`src/rtl/reg_wb_arbiter.sv`:
```
// Register-file write-back arbiter: requester A (main pipeline) wins by default, while
// requester B is buffered in a 2-entry FIFO with starvation protection and hazard lookup.
module reg_wb_arbiter #(
   parameter int STARVE_MAX = 3
) (
   input  logic        clk,
   input  logic        rst,
   input  logic        ena,
   input  logic        a_valid,
   input  logic [4:0]  a_addr,
   input  logic [31:0] a_data,
   output logic        a_ready,
   input  logic        b_valid,
   input  logic [4:0]  b_addr,
   input  logic [31:0] b_data,
   output logic        b_ready,
   output logic        rf_write_ena,
   output logic [4:0]  rf_rd_addr,
   output logic [31:0] rf_rd,
   input  logic [4:0]  rs_addr,
   input  logic [4:0]  rt_addr,
   output logic        busy_rs,
   output logic        busy_rt,
   output logic [31:0] fwd_rs,
   output logic [31:0] fwd_rt
);
   localparam int SW = (STARVE_MAX < 1) ? 1 : $clog2(STARVE_MAX + 1);
   localparam logic [SW-1:0] STARVE_LIM = SW'(STARVE_MAX);

   logic [4:0]    fifo_addr_q [2];
   logic [4:0]    fifo_addr_d [2];
   logic [31:0]   fifo_data_q [2];
   logic [31:0]   fifo_data_d [2];
   logic          wr_ptr_q, wr_ptr_d;
   logic          rd_ptr_q, rd_ptr_d;
   logic [1:0]    count_q, count_d;
   logic [SW-1:0] starve_q, starve_d;
   logic          out_we_q, out_we_d;
   logic [4:0]    out_addr_q, out_addr_d;
   logic [31:0]   out_data_q, out_data_d;

   logic live, head_avail, head_win, a_win, enq;

   // Hit search order: newest FIFO entry, then oldest, then the registered output stage.
   function automatic logic [32:0] lookup(input logic [4:0] qa);
      logic [32:0] r;
      r = '0;
      if (!rst && qa != 5'd0) begin
         if (count_q != 2'd0 && fifo_addr_q[~wr_ptr_q] == qa)
            r = {1'b1, fifo_data_q[~wr_ptr_q]};
         else if (count_q == 2'd2 && fifo_addr_q[rd_ptr_q] == qa)
            r = {1'b1, fifo_data_q[rd_ptr_q]};
         else if (out_we_q && out_addr_q == qa)
            r = {1'b1, out_data_q};
      end
      return r;
   endfunction

   always_comb begin
      live       = ena && !rst;
      head_avail = count_q != 2'd0;
      head_win   = live && head_avail && (!a_valid || starve_q == STARVE_LIM);
      a_win      = live && a_valid && !head_win;
      b_ready    = live && (count_q != 2'd2);
      a_ready    = a_win;
      enq        = b_valid && b_ready;

      fifo_addr_d = fifo_addr_q;
      fifo_data_d = fifo_data_q;
      wr_ptr_d    = wr_ptr_q;
      rd_ptr_d    = rd_ptr_q;
      count_d     = count_q;
      starve_d    = starve_q;
      out_we_d    = 1'b0;
      out_addr_d  = out_addr_q;
      out_data_d  = out_data_q;

      // Register-zero writes are consumed but never reach the regfile port.
      if (a_win) begin
         if (a_addr != 5'd0) begin
            out_we_d   = 1'b1;
            out_addr_d = a_addr;
            out_data_d = a_data;
         end
      end else if (head_win) begin
         if (fifo_addr_q[rd_ptr_q] != 5'd0) begin
            out_we_d   = 1'b1;
            out_addr_d = fifo_addr_q[rd_ptr_q];
            out_data_d = fifo_data_q[rd_ptr_q];
         end
      end

      if (live) begin
         if (!head_avail || head_win)
            starve_d = '0;
         else if (a_win && starve_q != STARVE_LIM)
            starve_d = starve_q + 1'b1;
      end

      if (enq) begin
         fifo_addr_d[wr_ptr_q] = b_addr;
         fifo_data_d[wr_ptr_q] = b_data;
         wr_ptr_d              = ~wr_ptr_q;
      end
      if (head_win)
         rd_ptr_d = ~rd_ptr_q;

      case ({enq, head_win})
         2'b10:   count_d = count_q + 2'd1;
         2'b01:   count_d = count_q - 2'd1;
         default: count_d = count_q;
      endcase
   end

   always_ff @(posedge clk) begin
      fifo_addr_q <= fifo_addr_d;
      fifo_data_q <= fifo_data_d;
      if (rst) begin
         wr_ptr_q   <= 1'b0;
         rd_ptr_q   <= 1'b0;
         count_q    <= 2'd0;
         starve_q   <= '0;
         out_we_q   <= 1'b0;
         out_addr_q <= 5'd0;
         out_data_q <= 32'd0;
      end else begin
         wr_ptr_q   <= wr_ptr_d;
         rd_ptr_q   <= rd_ptr_d;
         count_q    <= count_d;
         starve_q   <= starve_d;
         out_we_q   <= out_we_d;
         out_addr_q <= out_addr_d;
         out_data_q <= out_data_d;
      end
   end

   assign rf_write_ena     = out_we_q;
   assign rf_rd_addr       = out_addr_q;
   assign rf_rd            = out_data_q;
   assign {busy_rs, fwd_rs} = lookup(rs_addr);
   assign {busy_rt, fwd_rt} = lookup(rt_addr);

endmodule

```
`config.mk`:
```
export PLATFORM = sky130hd
export DESIGN_NAME = reg_wb_arbiter
export DESIGN_NICKNAME = d
export VERILOG_FILES = /design/src/rtl/reg_wb_arbiter.sv
export SDC_FILE = /design/constraint.sdc
export NUM_CORES = 1
export LEC_CHECK = 0
export CORE_ASPECT_RATIO = 0.6
export CORE_MARGIN = 4
export CORE_UTILIZATION = 51
export CTS_BUF_LIST = sky130_fd_sc_hd__clkbuf_2
export CTS_CLUSTER_DIAMETER = 200
export DETAILED_ROUTE_END_ITERATION = 10
export PLACE_DENSITY = 0.84
export REMOVE_ABC_BUFFERS = 1
export SLEW_MARGIN = 20
export SYNTH_ARGS = -nofsm -noshare
export SYNTH_HDL_FRONTEND = slang
export SYNTH_SLANG_ARGS = --single-unit
```
`constraint.sdc`:
```
create_clock -name clk -period 4.1 [get_ports clk]
set_input_delay 0.615 -clock clk [delete_from_list [all_inputs] [get_ports clk]]
set_output_delay 0.615 -clock clk [all_outputs]
set_load 0.005 [all_outputs]
```
### Word-level counts from Yosys, hierarchy flattened

Index checks and enable logic that the tools add are counted.

* flip-flop bits (word level): 118
* input port bits: 89
* output and inout bits: 106

* add/sub/neg operators: 3
* order comparisons: 4
* equal/unequal tests: 13
* muxes and demuxes: 41
* bitwise gates (word level): 5
* reduce and logical (&&, ||, !) cells: 34

Operator list (count)
* two-way mux 32 bit: 11
* two-way mux 33 bit: 8
* bitwise mux 64 bit: 1
* two-way mux 5 bit: 11
* demux 32 bit (select 1 bit): 1
* equality test 5 bit: 6
* nonzero test 5 bit: 4
* logical AND 1 bit: 17
* bitwise mux 10 bit: 1
* nonzero test 2 bit: 5
* equality test 2 bit, second input constant: 3
* >= comparator 2 bit, second input constant: 3
* inverter 1 -> 2 bit: 3
* demux 5 bit (select 1 bit): 1
* adder 2 x 1 -> 2 bit, second input constant: 2
* zero test 1 bit: 4
* two-way mux 1 bit: 4
* two-way mux 2 bit: 2
* inequality test 2 bit, second input constant: 2
* one-hot mux 2 bit (2 select lines): 1
* AND reduction 3 bit: 1
* equality test 2 x 1 -> 1 bit, second input constant: 1
* logical OR 1 bit: 2
* less-than comparator 2 x 1 -> 1 bit, second input constant: 1
* other kinds (4): 5

### Depth between registers and ports, before layout

* depth after elaboration: 9
* depth in mapped cells: 11
* depth with buffers taken out: 8

### Least setup slack after synthesis

OpenSTA, ideal clock, no wires.

* kind: register to register
* start: register, netlist name wr_ptr_q
* end: register fifo_addr_q[5] (netlist bit), enable pin
* library setup time: 0.431 ns
* arrival time: 2.661 ns
* required time: 3.669 ns
* path slack: 1.008 ns
* cell stages (with the launch flop): 6
* clock period less this slack: 3.092 ns
* cell sequence: dfxtp_1 > clkbuf_1 > buf_4 > buf_1 > buf_2 > nor2_1

RTL lines
* to (signal assigned): RTL line 116 `fifo_addr_q <= fifo_addr_d;`
* to (decl): RTL line 30 `logic [4:0] fifo_addr_q [2];`

### Final worst setup path

* start: register rd_ptr_q
* end: output fwd_rs[3]

* longest elaborated chain between the ends: 9

Ends and longest elaborated chain
* from (decl): RTL line 35 `logic rd_ptr_q, rd_ptr_d;`
* from (signal assigned): RTL line 128 `rd_ptr_q <= rd_ptr_d;`
* inverter 1 -> 2 bit (not written as such) *: RTL line 51, 52
* two-way mux 5 bit (not written as such) (3 in a row): RTL line 51 `else if (count_q == 2'd2 && fifo_addr_q[rd_ptr_q] == qa)`
* equality test 5 bit: RTL line 51
* logical AND 1 bit: RTL line 51
* two-way mux 33 bit *: RTL line 51
* two-way mux 33 bit *: RTL line 49 `if (count_q != 2'd0 && fifo_addr_q[~wr_ptr_q] == qa)`
* two-way mux 33 bit *: RTL line 48 `if (!rst && qa != 5'd0) begin`
* to (decl): RTL line 24 `output logic [31:0] fwd_rs,`

Mark *: on every way between the ends. The rest lies on a longest branch, timed or not. The select of a mux whose other input is x is not followed.

==> run metrics <==
outcome=finished clean; CTS tree=done; synth-to-layout area growth=37.5%; Sw Pwr=712 µW; diode count=0; vias in the first global route=~6,700; hold path start=rst; Reg clk slew, reported paths=~0.21 ns; Mapped Avg Cell Area=about 9.4 µm²; Max Slew Vio Count=0; reg2reg setup slack=1.78 ns; Final Power=approximately 2.5 mW; DR vias/cell=6.03; Yosys warning count=0; DIE AREA=between 15,000 and 20,000 µm²; Worst EP arrival=~3.4 ns; EDFF count, synth=74; clock network latency to the later pin of the worst-skew pair=between 0.6 and 0.7 ns; Hold WC Path Type=input pin to flop; critical path fanouts, max=26; first drt pass iteration count=5; hold buffer count at cts=0; Yosys top cell area share=30.8%; part of the power in the clock network=between 30 and 40%; cell count after synthesis=between 700 and 800; Worst Skew=about 0.043 ns; CP Launch Point=rd_ptr_q; # setup viols final=0; Slew @ Worst Pin=just under 1 ns; Final Hold Viols=0; Congestion Overflow GR=0; antenna violations before repair=1; combinational share of power=15.0%; Seq/Total Area, Yosys=around 43%; register share of total power=a little over half; Initial Util=a little over half; Design Area, Final=roughly 9900 µm²; r2r endpoint=rf_rd[7]; Synth cell types=46; cell count of the worst reg-to-reg path=9; layout cell share with drive strength beyond 1=between 10% and 20%; Core Footprint=approximately 14,000 µm²; Nets=~1,000; largest cells by area after synthesis=edfxtp_1 (31%), dfxtp_1 (12%), mux2i_1 (6.5%); synthesized area=slightly above 7000 µm²; die height=roughly 100 µm; Via Count=roughly 7,000; Max-slew headroom=around a third; peak supply drop=roughly 0.17 mV; switching share of total power=between 20% and 30%; H-tree lvl count=4; residual DRC count=0; DRT Wirelength=24,700 µm; Ports=between 150 and 200; Max Clk Rate=0.252 GHz; CTS buffer count=17; DR WL/cell=21.4 µm; clk buf depth=2; ANT nets after route=0; Pwr Density=256 nW/µm²; site row count=33; top cell type by total area after synthesis=edfxtp_1; MaxCap Viol Count=0; Hold Path Sink=rf_rd[0]; clock root buffer=clkbuf_2; Startpoint Class=flop; IO Port Bufs=194; global-route wire length before repair=roughly 37,000 µm; worst endpoint required time=between 3 and 4 ns; Pint=1.83 mW; die width=162 µm; dominant synthesized flop cell=edfxtp_1; crit path capture type=primary output; fin crit period=3.97 ns; final worst path period share=~97%; Setup TNS=0 ns; flops & latches, synth=between 100 and 150; Tot GR Track Use=between 20% and 30%; Starting DRT DRC Count=~710; gpl congestion=just under 0.9; ys async rst share=0%; kind of critical path=flop to primary output; worst hold path depth=2; Leakage=about 3.7 nW; Hold Slack=a little under 0.4 ns; hpwl dp=between 15,000 and 20,000 µm; largest net degree at the start of global routing=66; Placement Cell Area=around 9400 µm²; clock sink total=between 100 and 150; RR Startpoint=starve_q[1]
[synthesized netlist by cell type (4+ instances only)]
| cell type | n |
|---|---|
| a211o_1 | 15 |
| a21oi_1 | 85 |
| a22oi_1 | 16 |
| a31oi_1 | 10 |
| and3_1 | 29 |
| buf_1 | 11 |
| buf_2 | 11 |
| clkbuf_1 | 43 |
| dfxtp_1 | 44 |
| edfxtp_1 | 74 |
| inv_1 | 10 |
| mux2_1 | 4 |
| mux2_2 | 24 |
| mux2_4 | 9 |
| mux2i_1 | 47 |
| nand2_1 | 114 |
| nand3_1 | 12 |
| nor2_1 | 38 |
| nor3_1 | 5 |
| nor4_1 | 4 |
| o211ai_1 | 37 |
| o21ai_0 | 16 |
| o21ai_1 | 11 |
| o311a_1 | 9 |
| o31a_1 | 17 |
| or2_0 | 10 |
| xnor2_1 | 13 |
| xor2_1 | 21 |
[stage by stage]
step                      worst slack, ns  cells  util (%)
after floorplan                     -2.11    700         -
after global placement              0.329   1111      68.2
after detailed placement            0.262   1111      68.2
after CTS                        0.000419   1147      70.6
after global routing              -0.0271   1156      72.2
final                               0.127   1156      72.2
[worst max-delay path, stage by stage (launching register included)]
cell and delay [ns]:
dfxtp_4 0.41, buf_12 0.12, mux2i_4 0.32, xnor2_2 0.10, nor4_2 0.31, nand3_2 0.15
buf_12 0.20, mux2_4 0.31, a21oi_1 0.22, clkdlybuf4s50_1 0.54
[layout make-up]
type	instances	area, µm²
multi-input combinational	572	3930
fill	1046	3820
sequential	118	3110
timing repair buffer	231	2340
tap	192	240
clock inverter	14	178
clock buffer	18	90.1
inverter	11	41.3
[flip-flops by register name, summed over array words and instances, names as in the netlist]
name,flops
fifo_data_q,64
fifo_addr_q,10
rf_write_ena,1
wr_ptr_q,1
count_q,2
rf_rd_addr,5
rd_ptr_q,1
starve_q,2
rf_rd,32
[power groups by stage]
| stage | combinational [mW] | clock (mW) | sequential, mW |
|---|---|---|---|
| floorplan | 0.145 | 0 | 1.35 |
| global placement | 0.353 | 0 | 1.35 |
| detailed placement | 0.358 | 0 | 1.35 |
| CTS | 0.364 | 0.848 | 1.33 |
| global route | 0.409 | 0.893 | 1.33 |
| finish | 0.382 | 0.837 | 1.33 |
[worst max-delay path by stage]
| stage | to | slack [ns] |
|---|---|---|
| 2_1_floorplan | busy_rt | -2.11 |
| 3_3_place_gp | fwd_rs[8] | 0.33 |
| 3_5_place_dp | fwd_rs[8] | 0.26 |
| 4_1_cts | fwd_rt[3] | 0.0004 |
| 5_1_grt | fwd_rt[7] | -0.03 |
| 6_report | fwd_rs[3] | 0.13 |
[kinds of logic after synthesis]
kind of cell	share of synthesized area (%)
AND/OR/NAND/NOR	14.5
AO/OA/AOI/OAI	19.6
flip-flops	43.0
multiplexers	13.8
buffers and inverters	4.76
XOR/XNOR	4.12
adder cells (fa/ha/maj)	0.346
[layout by cell type (no fill, tap or decap), types with 14 or more instances in the layout]
cell type,synthesis,routed
o211ai_1,37,37
dlymetal6s2s_1,0,14
xor2_1,21,21
edfxtp_1,74,74
mux2i_1,47,42
mux2_2,24,24
o21ai_0,16,16
a21oi_1,85,77
clkdlybuf4s50_1,0,179
a22oi_1,16,16
dfxtp_1,44,42
a211o_1,15,15
clkbuf_2,0,18
nor2_1,38,37
nand2_1,114,114
and3_1,29,28
o31a_1,17,17
buf_4,3,30
[what timing repair did]
item,in CTS,in global routing
pin swaps,0,3
setup endpoints to repair,66,51
gates resized for setup,8,33
setup buffers,3,8
cloned,1,1
[metal layers]
layer / GRT usage, % / part of all wire [%] / wire length [µm]
met5: 0 / 0.049 / 12
met4: 8.71 / 1.8 / 447
met3: 10.7 / 13 / 3100
met2: 45.0 / 44 / 10800
met1: 40.4 / 42 / 10300
Note: power is estimated with default switching activity, not from simulation.
